**src/rtl/pcpi_mm_pkg.sv**
```systemverilog
// Shared definitions for the PCPI matrix-multiply sequencer: opcode, funct3
// codes, bank address map, FSM/instruction-kind enums and instruction packing.
package pcpi_mm_pkg;

  localparam logic [6:0]  OPCODE      = 7'b0001011;
  localparam logic [2:0]  F_WRITE     = 3'b000;
  localparam logic [2:0]  F_CLEAR     = 3'b101;
  localparam logic [2:0]  F_START     = 3'b111;

  localparam int unsigned A_BASE      = 0;
  localparam int unsigned B_BASE      = 9;
  localparam int unsigned BIAS_BASE   = 18;
  localparam int unsigned THRESH_ADDR = 27;
  localparam int unsigned NUM_WORDS   = THRESH_ADDR + 1;

  localparam int unsigned IDX_W       = 5;
  localparam int unsigned DATA_W      = 16;
  localparam int unsigned INSN_W      = 32;

  typedef enum logic [2:0] {
    S_IDLE,
    S_SCAN,
    S_REQ,
    S_WAIT,
    S_GAP,
    S_FINISH
  } state_e;

  typedef enum logic [1:0] {
    K_WRITE,
    K_START,
    K_CLEAR
  } kind_e;

  // Coprocessor instruction word layout
  typedef struct packed {
    logic              rsvd;
    logic [DATA_W-1:0] value;
    logic [2:0]        funct3;
    logic [IDX_W-1:0]  index;
    logic [6:0]        opcode;
  } insn_t;

  function automatic logic [INSN_W-1:0] pack_insn(input logic [2:0]        funct3,
                                                  input logic [IDX_W-1:0]  index,
                                                  input logic [DATA_W-1:0] value);
    insn_t w;
    w.rsvd   = 1'b0;
    w.value  = value;
    w.funct3 = funct3;
    w.index  = index;
    w.opcode = OPCODE;
    return w;
  endfunction

endpackage

```
**src/rtl/pcpi_mm_sequencer_if.sv**
```systemverilog
// PCPI bus between the sequencer (master) and the coprocessor (slave).
//   pcpi_valid/pcpi_insn : instruction request from master
//   pcpi_wr/pcpi_rd      : responder write flag and result
//   pcpi_wait            : responder busy indication (informational)
//   pcpi_ready           : responder completion
interface pcpi_mm_sequencer_if;
  import pcpi_mm_pkg::*;

  logic              pcpi_valid;
  logic [INSN_W-1:0] pcpi_insn;
  logic              pcpi_wr;
  logic [INSN_W-1:0] pcpi_rd;
  logic              pcpi_wait;
  logic              pcpi_ready;

  modport master (
    output pcpi_valid, pcpi_insn,
    input  pcpi_wr, pcpi_rd, pcpi_wait, pcpi_ready
  );

  modport slave (
    input  pcpi_valid, pcpi_insn,
    output pcpi_wr, pcpi_rd, pcpi_wait, pcpi_ready
  );
endinterface

```
**src/rtl/pcpi_word_bank.sv**
```systemverilog
// Staging bank: NUM_WORDS x 16-bit words plus a dirty bit per word.
//   we/waddr/wdata : host write, sets the word's dirty bit
//   clr/clr_idx    : clears one dirty bit after its write instruction completes
//   set_all        : marks every word dirty (reset)
//   raddr/rdata_c  : combinational read port
//   dirty          : dirty bitmap
module pcpi_word_bank
  import pcpi_mm_pkg::*;
(
  input  logic                 clk,
  input  logic                 we,
  input  logic [IDX_W-1:0]     waddr,
  input  logic [DATA_W-1:0]    wdata,
  input  logic                 clr,
  input  logic [IDX_W-1:0]     clr_idx,
  input  logic                 set_all,
  input  logic [IDX_W-1:0]     raddr,
  output logic [DATA_W-1:0]    rdata_c,
  output logic [NUM_WORDS-1:0] dirty
);

  logic [DATA_W-1:0] mem [NUM_WORDS];

  // Word storage: no reset, contents are undefined until written
  always_ff @(posedge clk) begin
    if (we) mem[waddr] <= wdata;
  end

  // Dirty bitmap; set_all dominates
  always_ff @(posedge clk) begin
    if (set_all) begin
      dirty <= '1;
    end else begin
      if (clr) dirty[clr_idx] <= 1'b0;
      if (we)  dirty[waddr]   <= 1'b1;
    end
  end

  assign rdata_c = (32'(raddr) < NUM_WORDS) ? mem[raddr] : '0;

endmodule

```
**src/rtl/pcpi_mm_sequencer.sv**
```systemverilog
// PCPI initiator that pushes changed bank words to the matrix-multiply
// coprocessor, starts it, captures the result and then clears it.
//   cfg_we/cfg_addr/cfg_data : host bank writes (ignored while busy)
//   go                       : start a run (accepted only when idle)
//   busy/done                : run in progress / one-cycle end-of-run pulse
//   err_timeout              : sticky, any instruction timed out this run
//   result/result_wr         : pcpi_rd/pcpi_wr captured at start completion
//   pcpi                     : PCPI master port
module pcpi_mm_sequencer
  import pcpi_mm_pkg::*;
#(
  parameter int unsigned TIMEOUT = 64
) (
  input  logic                clk,
  input  logic                resetn,
  input  logic                cfg_we,
  input  logic [IDX_W-1:0]    cfg_addr,
  input  logic [DATA_W-1:0]   cfg_data,
  input  logic                go,
  output logic                busy,
  output logic                done,
  output logic                err_timeout,
  output logic [INSN_W-1:0]   result,
  output logic                result_wr,
  pcpi_mm_sequencer_if.master pcpi
);

  localparam int unsigned CNT_W = $clog2(TIMEOUT + 1);

  state_e               state_q, state_d;
  kind_e                kind_q, kind_d;
  logic [IDX_W-1:0]     idx_q, idx_d;
  logic [CNT_W-1:0]     cnt_q, cnt_d;
  logic                 clear_sent_q, clear_sent_d;
  logic                 valid_d;
  logic [INSN_W-1:0]    insn_d;
  logic                 err_d;
  logic [INSN_W-1:0]    result_d;
  logic                 result_wr_d;
  logic                 bank_we_c;
  logic                 bank_clr_c;
  logic [DATA_W-1:0]    rdata_c;
  logic [NUM_WORDS-1:0] dirty;
  logic                 unused_wait;

  assign unused_wait = pcpi.pcpi_wait;

  // Host writes only land while idle and in range
  assign bank_we_c = cfg_we && (state_q == S_IDLE) && (32'(cfg_addr) < NUM_WORDS);

  pcpi_word_bank u_bank (
    .clk     (clk),
    .we      (bank_we_c),
    .waddr   (cfg_addr),
    .wdata   (cfg_data),
    .clr     (bank_clr_c),
    .clr_idx (idx_q),
    .set_all (!resetn),
    .raddr   (idx_q),
    .rdata_c (rdata_c),
    .dirty   (dirty)
  );

  // Next-state and next-output logic
  always_comb begin
    state_d      = state_q;
    kind_d       = kind_q;
    idx_d        = idx_q;
    cnt_d        = cnt_q;
    clear_sent_d = clear_sent_q;
    insn_d       = pcpi.pcpi_insn;
    err_d        = err_timeout;
    result_d     = result;
    result_wr_d  = result_wr;
    bank_clr_c   = 1'b0;

    case (state_q)
      S_IDLE: begin
        if (go) begin
          idx_d        = '0;
          err_d        = 1'b0;
          clear_sent_d = 1'b0;
          state_d      = S_SCAN;
        end
      end
      S_SCAN: begin
        if (32'(idx_q) == NUM_WORDS) begin
          kind_d  = K_START;
          insn_d  = pack_insn(F_START, '0, '0);
          state_d = S_REQ;
        end else if (dirty[idx_q]) begin
          kind_d  = K_WRITE;
          insn_d  = pack_insn(F_WRITE, idx_q, rdata_c);
          state_d = S_REQ;
        end else begin
          idx_d = idx_q + IDX_W'(1);
        end
      end
      S_REQ: begin
        // pcpi_ready here belongs to the previous instruction
        cnt_d = '0;
        if (kind_q == K_CLEAR) clear_sent_d = 1'b1;
        state_d = S_WAIT;
      end
      S_WAIT: begin
        if (pcpi.pcpi_ready) begin
          if (kind_q == K_WRITE) begin
            bank_clr_c = 1'b1;
            idx_d      = idx_q + IDX_W'(1);
          end else if (kind_q == K_START) begin
            result_d    = pcpi.pcpi_rd;
            result_wr_d = pcpi.pcpi_wr;
          end
          state_d = S_GAP;
        end else if (32'(cnt_q) >= TIMEOUT - 1) begin
          // Abort: a timed-out write/start still gets a clear; a timed-out clear ends the run
          err_d = 1'b1;
          if (kind_q == K_CLEAR) begin
            state_d = S_FINISH;
          end else begin
            kind_d  = K_CLEAR;
            state_d = S_GAP;
          end
        end else if (32'(cnt_q) < TIMEOUT) begin
          cnt_d = cnt_q + CNT_W'(1);
        end
      end
      S_GAP: begin
        if (kind_q == K_WRITE) begin
          state_d = S_SCAN;
        end else if (kind_q == K_START || !clear_sent_q) begin
          kind_d  = K_CLEAR;
          insn_d  = pack_insn(F_CLEAR, '0, '0);
          state_d = S_REQ;
        end else begin
          state_d = S_FINISH;
        end
      end
      S_FINISH: begin
        state_d = S_IDLE;
      end
      default: begin
        state_d = S_IDLE;
      end
    endcase

    valid_d = (state_d == S_REQ) || (state_d == S_WAIT);
    if (!valid_d) insn_d = '0;
  end

  // State and registered outputs
  always_ff @(posedge clk) begin
    if (!resetn) begin
      state_q         <= S_IDLE;
      kind_q          <= K_WRITE;
      idx_q           <= '0;
      cnt_q           <= '0;
      clear_sent_q    <= 1'b0;
      pcpi.pcpi_valid <= 1'b0;
      pcpi.pcpi_insn  <= '0;
      busy            <= 1'b0;
      done            <= 1'b0;
      err_timeout     <= 1'b0;
      result          <= '0;
      result_wr       <= 1'b0;
    end else begin
      state_q         <= state_d;
      kind_q          <= kind_d;
      idx_q           <= idx_d;
      cnt_q           <= cnt_d;
      clear_sent_q    <= clear_sent_d;
      pcpi.pcpi_valid <= valid_d;
      pcpi.pcpi_insn  <= insn_d;
      busy            <= (state_d != S_IDLE);
      done            <= (state_d == S_FINISH);
      err_timeout     <= err_d;
      result          <= result_d;
      result_wr       <= result_wr_d;
    end
  end

endmodule

```
**src/flat_wrapper.sv**
```systemverilog
// flat-port wrapper written by rule: the top's interface ports become plain ports
module pcpi_mm_sequencer_flat import pcpi_mm_pkg::*;
#(
  parameter int unsigned TIMEOUT = 64
)
  (clk, resetn, cfg_we, cfg_addr, cfg_data, go, busy, done, err_timeout, result, result_wr, pcpi_pcpi_valid, pcpi_pcpi_insn, pcpi_pcpi_wr, pcpi_pcpi_rd, pcpi_pcpi_wait, pcpi_pcpi_ready);
  pcpi_mm_sequencer_if pcpi_i ();
  input  logic clk;
  input  logic resetn;
  input  logic cfg_we;
  input  logic [IDX_W-1:0] cfg_addr;
  input  logic [DATA_W-1:0] cfg_data;
  input  logic go;
  output logic busy;
  output logic done;
  output logic err_timeout;
  output logic [INSN_W-1:0] result;
  output logic result_wr;
  output wire logic [$bits(pcpi_i.pcpi_valid)-1:0] pcpi_pcpi_valid;
  output wire logic [$bits(pcpi_i.pcpi_insn)-1:0] pcpi_pcpi_insn;
  input wire logic [$bits(pcpi_i.pcpi_wr)-1:0] pcpi_pcpi_wr;
  input wire logic [$bits(pcpi_i.pcpi_rd)-1:0] pcpi_pcpi_rd;
  input wire logic [$bits(pcpi_i.pcpi_wait)-1:0] pcpi_pcpi_wait;
  input wire logic [$bits(pcpi_i.pcpi_ready)-1:0] pcpi_pcpi_ready;
  assign pcpi_pcpi_valid = pcpi_i.pcpi_valid;
  assign pcpi_pcpi_insn = pcpi_i.pcpi_insn;
  assign pcpi_i.pcpi_wr = pcpi_pcpi_wr;
  assign pcpi_i.pcpi_rd = pcpi_pcpi_rd;
  assign pcpi_i.pcpi_wait = pcpi_pcpi_wait;
  assign pcpi_i.pcpi_ready = pcpi_pcpi_ready;
  pcpi_mm_sequencer #(.TIMEOUT(TIMEOUT)) u_core (.clk(clk), .resetn(resetn), .cfg_we(cfg_we), .cfg_addr(cfg_addr), .cfg_data(cfg_data), .go(go), .busy(busy), .done(done), .err_timeout(err_timeout), .result(result), .result_wr(result_wr), .pcpi(pcpi_i));
endmodule
```
**config.mk**
```make
export PLATFORM = sky130hd
export DESIGN_NAME = pcpi_mm_sequencer_flat
export DESIGN_NICKNAME = d
export VERILOG_FILES = /design/src/rtl/pcpi_mm_pkg.sv /design/src/rtl/pcpi_mm_sequencer_if.sv /design/src/rtl/pcpi_word_bank.sv /design/src/rtl/pcpi_mm_sequencer.sv /design/src/flat_wrapper.sv
export SDC_FILE = /design/constraint.sdc
export NUM_CORES = 1
export LEC_CHECK = 0
export CAP_MARGIN = 20
export CORE_MARGIN = 3
export CORE_UTILIZATION = 51
export DETAILED_ROUTE_END_ITERATION = 7
export PLACE_DENSITY = 0.7
export REMOVE_ABC_BUFFERS = 1
export SKIP_CTS_REPAIR_TIMING = 1
export SLEW_MARGIN = 20
export SYNTH_ARGS = -nofsm -noshare
export SYNTH_HDL_FRONTEND = slang
export SYNTH_SLANG_ARGS = --single-unit
```
**constraint.sdc**
```tcl
create_clock -name clk -period 3.9 [get_ports clk]
set_clock_uncertainty 0.2 [all_clocks]
set_input_delay 1.17 -clock clk [delete_from_list [all_inputs] [get_ports clk]]
set_output_delay 1.17 -clock clk [all_outputs]
set_load 0.02 [all_outputs]
```
==> results of run 1 <==
[layer usage]
metal	up-vias	wire length, µm	part of all wire (%)	GRT usage (%)
met5	-	0	0	0
met4	0	1010	2.1	6.52
met3	70	3950	8.2	4.86
met2	530	22800	47	34.2
met1	6266	20600	43	30.8
li1	5537	-	-	-
[cells in the mapped netlist, types with 4 or more instances]
library cell    n
a32o_1          9
nand2_1       102
nand4_1         4
a21oi_1        14
nand2b_1       21
buf_2          18
a22o_1         15
a31oi_1        10
buf_4           9
a22oi_1        16
mux2i_1        47
nor3_1          4
ha_1            5
nor2b_1         9
o22ai_1        25
inv_1           6
dfxtp_1       112
mux4_2         89
buf_1           8
edfxtp_1      448
o311ai_0        8
nand3_1        18
o211ai_1        8
nand3b_1       34
mux2_2         19
clkbuf_1       46
o21ai_0        35
nor2_1         69
or3_1          14
a21boi_0       35
nand4b_1        4
and2_1          6
[how the worst max path moves through the flow]
stage / startpoint / endpoint / slack [ns] / cells past startpoint
after floorplan: flip-flop / u_core.pcpi.pcpi_insn[16] / -1.83 / 5
after global placement: cfg_addr[4] / u_core.u_bank.mem[15][1] / 0.34 / 6
after detailed placement: cfg_addr[4] / u_core.u_bank.mem[23][2] / 0.26 / 6
after CTS: u_core.idx_q[1] / u_core.pcpi.pcpi_insn[8] / 0.78 / 7
after global routing: u_core.idx_q[1] / u_core.pcpi.pcpi_insn[7] / 0.55 / 7
final: u_core.idx_q[1] / u_core.pcpi.pcpi_insn[7] / 0.68 / 7
[worst register-to-register path, cell delays in order (launching register included)]
cell and delay (ns):
dfxtp_1 0.80, mux2_2 0.43, a32oi_1 0.40, a21oi_2 0.14, a211oi_4 0.52, nor4b_4 0.08
buf_4 0.27, a22o_1 0.28
[logic make-up after synthesis]
logic type,after synthesis
flip-flops,560
AND/OR/NAND/NOR,306
AO/OA/AOI/OAI,191
multiplexers,161
buffers and inverters,91
adder cells (fa/ha/maj),5
XOR/XNOR,3
other,1
[per-stage QoR]
stage | hold WS (ns) | instance area (µm²)
6_report | 0.260 | 26100
4_1_cts | 0.265 | 26100
5_1_grt | 0.291 | 26100
3_5_place_dp | 0.257 | 24200
2_1_floorplan | 0.240 | 21500
3_3_place_gp | 0.250 | 24200
[flip-flops by register name, summed over array words and instances (netlist names), named ones only]
signal / count
u_core.result_wr: 1
u_core.done: 1
u_core.pcpi.pcpi_valid: 1
u_core.pcpi.pcpi_insn: 24
u_core.err_timeout: 1
u_core.u_bank.dirty: 28
u_core.state_q: 3
u_core.u_bank.mem: 448
u_core.busy: 1
u_core.kind_q: 2
u_core.result: 32
u_core.clear_sent_q: 1
u_core.idx_q: 5
u_core.cnt_q: 7
[final cells by class]
type | instances | area share [%]
sequential | 560 | 60.2
multi-input combinational | 671 | 22.6
timing repair buffer | 204 | 7.45
clock buffer | 75 | 5.91
tap | 539 | 2.58
clock inverter | 28 | 1.21
inverter | 6 | 0.0863
[power groups by stage]
stage                     logic (W)  clock network, W  registers (W)
after floorplan            0.000349                 0        0.00673
after global placement     0.000693                 0        0.00669
after detailed placement   0.000706                 0        0.00670
after CTS                  0.000710           0.00544        0.00657
after global routing       0.000761           0.00568        0.00657
final                      0.000705           0.00535        0.00657
==> results.toml, run 1 <==
[critical_path]
critical_path_arrival_ns = 3.50
path_buf_inv = 1
r2r_slack_ns = 0.68
crit_fanout = 20
critPathTopFamily = "compound AO/OA/AOI/OAI gates"
startpoint_type = "flip-flop"
path_cells = "mux2_2, a32oi_1, a21oi_2, a211oi_4, nor4b_4, buf_4, a22o_1"
cp-end-kind = "flip-flop"
regToRegStartpoint = "u_core.idx_q[1]"
crit_type = "reg -> reg"
slowest_delay_ns = 0.80
crit_slowest_cell = "dfxtp_1"
crit_required_ns = 4.18
reg2reg_depth = 7
reg2reg_to = "u_core.pcpi.pcpi_insn[7]"

[routing]
vias = 12400
first_iter_violations = 853
drc = 0
ant_nets = 0
vias_per_cell = 5.95
drt-total-wl_mm = 48.4
firstDrtPassIters = 5
routedWlPerCell_um = 23.2

[synth]
async_flop_share_pct = 0
synth-edff-count = 448
synth_cell_types = 65
yosys.area_share.simple_pct = 7.16
yosysSeqAreaShare_pct = 71.6
post-synth-top-area-cell = "edfxtp_1"
synth.area.top_cells = "edfxtp_1 (61%), dfxtp_1 (10%), mux4_2 (9.1%)"
muxShareOfSynthArea_pct = 12.7
synth_flop_cell = "edfxtp_1"
yosys_warnings = 0
synth_top_area_share_pct = 61.4
synth_compound_area_share_pct = 6.16
synth_cells = 1318
synth_seq_cells = 560
netlist_area_um2 = 21900
synth_xor_xnor_area_share_pct = 0.120
synth_top_family_by_area = "multiplexers"
synth_fa_ha_area_share_pct = 0.285
syn_area_per_cell_um2 = 16.6

[die]
ioPinCount = 129
coreArea_um2 = 42200
initial_core_util_pct = 51.9
die_area_um2 = 45500
rows = 75
die_w_um = 213
die_h_um = 213

[pwr]
p_int_w = 0.0100
finalPower_w = 0.0126
p_per_area_nw_per_um2 = 484
vdd.ir_drop.worst_v = 0.000354
clockPowerShare_pct = 42.4
p_seq_share_pct = 52.0
power_leakage_nw = 8.22
power_frac_comb_pct = 5.6
p_switching_w = 0.00262
power.share.switching_pct = 20.8

[sta]
rsz0062_at_grt = "no"
finalHoldViolCount = 0
min_period_ns = 3.22
fin_tns_setup_ns = 0
worst_slack_ns = 0.677
fmax_ghz = 0.310
finalCritPeriodShare_pct = 82.6
worst_pin_slew_ns = 0.923
setup_violations = 0
slew_viol_final = 0
maxSlewHeadroom_pct = 38.5

[finish]
fin_util_pct = 61.8
fill_cells = 3041
diodes = 0
drive_above_1_share_pct = 20.6
area_growth_pct = 19.0
stdcell_count = 2083
final_common_cell = "edfxtp_1"
multi_input_area_um2 = 5890
layout_common_cells = "edfxtp_1 (448), clkdlybuf4s50_1 (121), dfxtp_1 (109)"
seq_area_um2 = 15700
fin_nets = 1563

[clocking]
clock-sinks = 560
cts_buffers = 55
cts_tree = "done"
clockBufferDepth = 3
clk_pin_slew_ns = 0.06
htreeDepth = 2
clock_latency_ns = 0.60
cts_root_buf = "clkbuf_16"

[grt]
grt_max_degree = 62
grt_pass1_wl_mm = 74.3
grt_pass1_vias = 12700
antenna_found_initial = 0
track_usage_pct = 21.7
grt.overflow.total = 0

[run_status]
status = "complete, no violations"

[place]
place_inst = 1980
gp_congestion = 0.858
io_buffer_count = 122
post-dp-hpwl_mm = 30.8
pre_cts_slack_ns = 0.256

[run]
maxCapViolCount = 0

[worst_hold_path]
hp-start = "u_core.result[7]"
hp-class = "reg -> reg"
holdPathStages = 2
hold_end = "u_core.result[7]"
Power figures use the tool's default switching activity.
==> run 2: changes to the inputs <==
--- a/config.mk
+++ b/config.mk
@@ -9,7 +9,7 @@
 export CORE_MARGIN = 3
 export CORE_UTILIZATION = 51
 export DETAILED_ROUTE_END_ITERATION = 7
-export PLACE_DENSITY = 0.7
+export PLACE_DENSITY = 0.73
 export REMOVE_ABC_BUFFERS = 1
 export SKIP_CTS_REPAIR_TIMING = 1
 export SLEW_MARGIN = 20
==> constraint.sdc (replaced) <==
create_clock -name clk -period 2.58 [get_ports clk]
set_clock_uncertainty 0.2 [all_clocks]
set_input_delay 0.774 -clock clk [delete_from_list [all_inputs] [get_ports clk]]
set_output_delay 0.774 -clock clk [all_outputs]
set_load 0.02 [all_outputs]
==> run 2 against run 1 <==
Effect of this change:
- cell area increased by 3.1%
- largest cell class unchanged
- clock power is 56% higher
- final cell count is 2.8% higher
- via count increased by 3.2%
- routed wire length is 4.8% higher
- die area did not move
- largest power group unchanged
==> results.toml, run 2 (synthesis results as in run 1) <==
[run_status]
status = "complete, no violations"

[sta]
fmax_ghz = 0.394
worst_pin_slew_ns = 0.831
maxSlewHeadroom_pct = 44.6
slew_viol_final = 0
worst_slack_ns = 0.0411
holdWs_ns = 0.259
finalCritPeriodShare_pct = 98.4
finalHoldViolCount = 0
min_period_ns = 2.54
rsz0062_at_grt = "yes"
fin_tns_setup_ns = 0
setup_violations = 0

[die]
coreArea_um2 = 42200
die_area_um2 = 45500
rows = 75
ioPinCount = 129
initial_core_util_pct = 51.9
die_w_um = 213
die_h_um = 213

[critical_path]
critical_path_arrival_ns = 2.79
path_cells = "mux2_2, a32oi_1, nand4_4, a211oi_4, buf_4, nand4b_1, mux2_1"
path_buf_inv = 1
cp-end-kind = "flip-flop"
crit_slowest_cell = "dfxtp_2"
crit_fanout = 6
slowest_delay_ns = 0.43
crit_type = "reg -> reg"
crit_required_ns = 2.83
startpoint_type = "flip-flop"
critPathTopFamily = "multiplexers"

[finish]
area_growth_pct = 22.7
largest_register = "u_core.u_bank.mem"
biggestRegsByFlops = "u_core.u_bank.mem (448), u_core.result (32), u_core.u_bank.dirty (28)"
final_area_um2 = 26900
drive_above_1_share_pct = 23.7
largest_reg_flops = 448
diodes = 0
final_common_cell = "edfxtp_1"
layout_common_cells = "edfxtp_1 (448), buf_4 (111), dfxtp_1 (104)"
fin_nets = 1621

[routing]
firstDrtPassIters = 6
drc = 0
vias_per_cell = 5.98
first_iter_violations = 1134
routedWlPerCell_um = 23.7
vias = 12800
ant_nets = 0
drt-total-wl_mm = 50.7

[grt]
grt.overflow.total = 0
grt_max_degree = 62
grt_pass1_wl_mm = 78.1
antenna_found_initial = 0
track_usage_pct = 22.8
grt_pass1_vias = 13000

[clocking]
cts_root_buf = "clkbuf_16"
htreeDepth = 2
cts_tree = "done"
clk_pin_slew_ns = 0.07
clock_latency_ns = 0.60
clockBufferDepth = 3
clock-sinks = 560
cts_buffers = 55

[pwr]
p_per_area_nw_per_um2 = 724
vdd.ir_drop.worst_v = 0.000523
power_leakage_nw = 8.98

[place]
gp_congestion = 0.865
io_buffer_count = 122
pre_cts_slack_ns = -0.314
post-dp-hpwl_mm = 32.0
place_area_um2 = 24900

[run]
maxCapViolCount = 0

[worst_hold_path]
hp-class = "reg -> reg"
## run 2: cell types whose count changed in the layout (fill, tap and decap cells not counted), sizes merged
| cell | previous run | this run |
|---|---|---|
| clkbuf | 75 | 76 |
| bufinv | 6 | 9 |
| buf | 83 | 141 |
| inv | 7 | 6 |
| dlymetal6s2s | 0 | 22 |
| clkinv | 18 | 15 |
| clkdlybuf4s50 | 121 | 99 |
## run 2: tightest hold or removal path, stage by stage (launching register included)
cell	delay, ns
dfxtp_1	0.30
nand2_1	0.04
a21boi_0	0.06
## run 2: metal layers
metal	track usage, %	vias up	wire (µm)
li1	-	5652	-
met1	32.3	6518	21200
met2	37.1	553	24500
met3	4.33	79	3910
met4	5.81	0	1090
met5	0	-	0
## run 2: final timing paths
kind | from | to | slack, ns | depth (start not counted)
max | u_core.idx_q[1] | flip-flop | 0.04 | 7
min | u_core.result[11] | u_core.result[11] | 0.26 | 2
max reg2reg | u_core.idx_q[1] | flip-flop | 0.04 | 7
min reg2reg | u_core.result[11] | u_core.result[11] | 0.26 | 2
## run 2: stage by stage
step	total power, W	std cells	utilization [%]
5_1_grt	0.0201	2141	63.7
6_report	0.0195	2141	63.7
3_3_place_gp	0.0113	2037	58.9
2_1_floorplan	0.0107	1237	-
4_1_cts	0.0196	2140	63.4
3_5_place_dp	0.0113	2037	58.9
## run 2: report_power, final
group          leakage (nW)  internal [W]  switching [W]  total, W
Sequential             4.94       0.00982      0.0000744   0.00990
Clock                 0.928       0.00506        0.00329   0.00836
Combinational          3.11      0.000597       0.000639   0.00124
## run 2: area by class of cell
class / instances / area (µm²)
inverters: 6 / 22.5
multi-input cells: 671 / 5920
clock buffers: 76 / 1540
well taps: 539 / 674
clock inverters: 27 / 368
fillers: 2943 / 15300
flip-flops and latches: 560 / 15700
repair buffers: 262 / 2680
==> run 3: changes to the inputs <==
--- a/config.mk
+++ b/config.mk
@@ -9,7 +9,7 @@
 export CORE_MARGIN = 3
 export CORE_UTILIZATION = 51
 export DETAILED_ROUTE_END_ITERATION = 7
-export PLACE_DENSITY = 0.73
+export PLACE_DENSITY = 0.77
 export REMOVE_ABC_BUFFERS = 1
 export SKIP_CTS_REPAIR_TIMING = 1
 export SLEW_MARGIN = 20
==> run 3 against run 2 <==
Effect of this change:
- the run now ends with negative setup slack left
- clock-buffer cell count decreased by 4
- global-route usage increased by 0.18 points
- non-clock buffer count decreased by 14
- critical path depth up 3
- combinational power barely moved
- first-iteration DRC count up 12%
- clock power decreased by 6.6%
==> results.toml, run 3 (synthesis results as in run 1) <==
[sta]
min_period_ns = 2.65
fmax_ghz = 0.378
finalHoldViolCount = 0
setup_violations = 12
maxSlewHeadroom_pct = 46.2
worst_slack_ns = -0.0662
finalCritPeriodShare_pct = 103
rsz0062_at_grt = "yes"
worst_pin_slew_ns = 0.806
slew_viol_final = 0

[place]
post-dp-hpwl_mm = 33.1
place_area_um2 = 24800
io_buffer_count = 122
gp_congestion = 0.885
pre_cts_slack_ns = -0.473

[critical_path]
slowest_delay_ns = 0.42
regToRegStartpoint = "u_core.idx_q[1]"
path_common_cell = "buf_4"
path_cells = "buf_4, buf_4, mux4_2, nand2b_4, nand4_4, a211oi_4, nor4b_4, buf_6, clkbuf_16, a32o_1"
startpoint_type = "flip-flop"
cp-end-kind = "flip-flop"
crit_slowest_cell = "dfxtp_4"
crit_type = "reg -> reg"
critical_path_arrival_ns = 2.93
crit_required_ns = 2.86
reg2reg_to = "u_core.pcpi.pcpi_insn[24]"
crit_fanout = 6
r2r_slack_ns = -0.07
reg2reg_depth = 10

[clocking]
clock-sinks = 560
cts_root_buf = "clkbuf_16"
htreeDepth = 2
clockBufferDepth = 3
clock_latency_ns = 0.59
cts_tree = "done"
clk_pin_slew_ns = 0.06
cts_buffers = 54

[finish]
final_common_cell = "edfxtp_1"
fin_nets = 1606
largest_reg_flops = 448
fin_util_pct = 63.3
largest_register = "u_core.u_bank.mem"
biggestRegsByFlops = "u_core.u_bank.mem (448), u_core.result (32), u_core.u_bank.dirty (28)"
final_area_um2 = 26700
seq_area_um2 = 15700
layout_common_cells = "edfxtp_1 (448), clkdlybuf4s50_1 (108), dfxtp_1 (105)"
area_growth_pct = 21.9
drive_above_1_share_pct = 22.5
multi_input_area_um2 = 5900
fill_cells = 2920

[die]
die_h_um = 213
initial_core_util_pct = 51.9
rows = 75
coreArea_um2 = 42200
die_w_um = 213
die_area_um2 = 45500
ioPinCount = 129

[grt]
track_usage_pct = 23.0
grt_max_degree = 36
grt.overflow.total = 0
grt_pass1_wl_mm = 78.1
antenna_found_initial = 3
grt_pass1_vias = 13200

[pwr]
vdd.ir_drop.worst_v = 0.000503
p_per_area_nw_per_um2 = 708
power_leakage_nw = 8.72

[routing]
routedWlPerCell_um = 24.4
ant_nets = 0
firstDrtPassIters = 7
first_iter_violations = 1269
vias = 12800
vias_per_cell = 6.04
drc = 0
drt-total-wl_mm = 51.9

[run_status]
status = "finished with violations"
violations = "negative setup slack"

[worst_hold_path]
hp-start = "u_core.result[1]"
hold_end = "u_core.result[1]"
holdPathStages = 2
hp-class = "reg -> reg"

[run]
maxCapViolCount = 0
run 3: power breakdown:
| group | internal (W) | leakage, nW | switching, W | total [W] |
|---|---|---|---|---|
| clock network | 0.00457 | 0.874 | 0.00323 | 0.00781 |
| logic | 0.000587 | 2.90 | 0.000652 | 0.00124 |
| registers | 0.00982 | 4.94 | 0.0000637 | 0.00988 |
run 3: worst max-delay path: cells and delay by family (launching register included):
family,cells,cell delay [ns]
flip-flops,1,0.42
multiplexers,1,0.35
buffers and inverters,4,0.59
AO/OA/AOI/OAI,2,0.63
AND/OR/NAND/NOR,3,0.35
run 3: worst max-delay path by stage:
stage	startpoint	to	slack (ns)
finish	u_core.idx_q[1]	u_core.pcpi.pcpi_insn[24]	-0.07
global placement	cfg_addr[4]	u_core.u_bank.mem[19][4]	-0.43
global route	u_core.idx_q[1]	u_core.pcpi.pcpi_insn[24]	-0.12
detailed placement	cfg_addr[2]	u_core.u_bank.mem[0][11]	-0.47
floorplan	flip-flop	u_core.pcpi.pcpi_insn[16]	-3.15
CTS	u_core.idx_q[1]	flip-flop	-0.24
run 3: per-layer routing:
metal / track usage, % / vias to the layer above / wire length, µm
met5: 0 / - / 57
met4: 8.07 / 4 / 1660
met3: 5.77 / 110 / 4770
met2: 37.5 / 614 / 25100
met1: 30.4 / 6496 / 20200
li1: - / 5623 / -
run 3: per-stage QoR:
stage / setup TNS, ns / hold slack [ns] / total power, W / cells
6_report: -0.543 / 0.263 / 0.0189 / 2127
3_3_place_gp: -154.09 / 0.249 / 0.0113 / 2021
3_5_place_dp: -168.86 / 0.259 / 0.0113 / 2021
4_1_cts: -7.02 / 0.268 / 0.0190 / 2122
5_1_grt: -1.47 / 0.283 / 0.0195 / 2125
2_1_floorplan: -67.22 / 0.240 / 0.0107 / 1237
run 3: final cells by class:
class / count / area share, %
flip-flops and latches: 560 / 58.8
multi-input cells: 671 / 22.1
repair buffers: 248 / 9.90
well taps: 539 / 2.52
clock buffers: 72 / 5.61
clock inverters: 29 / 0.993
diodes: 2 / 0.0187
inverters: 6 / 0.0843
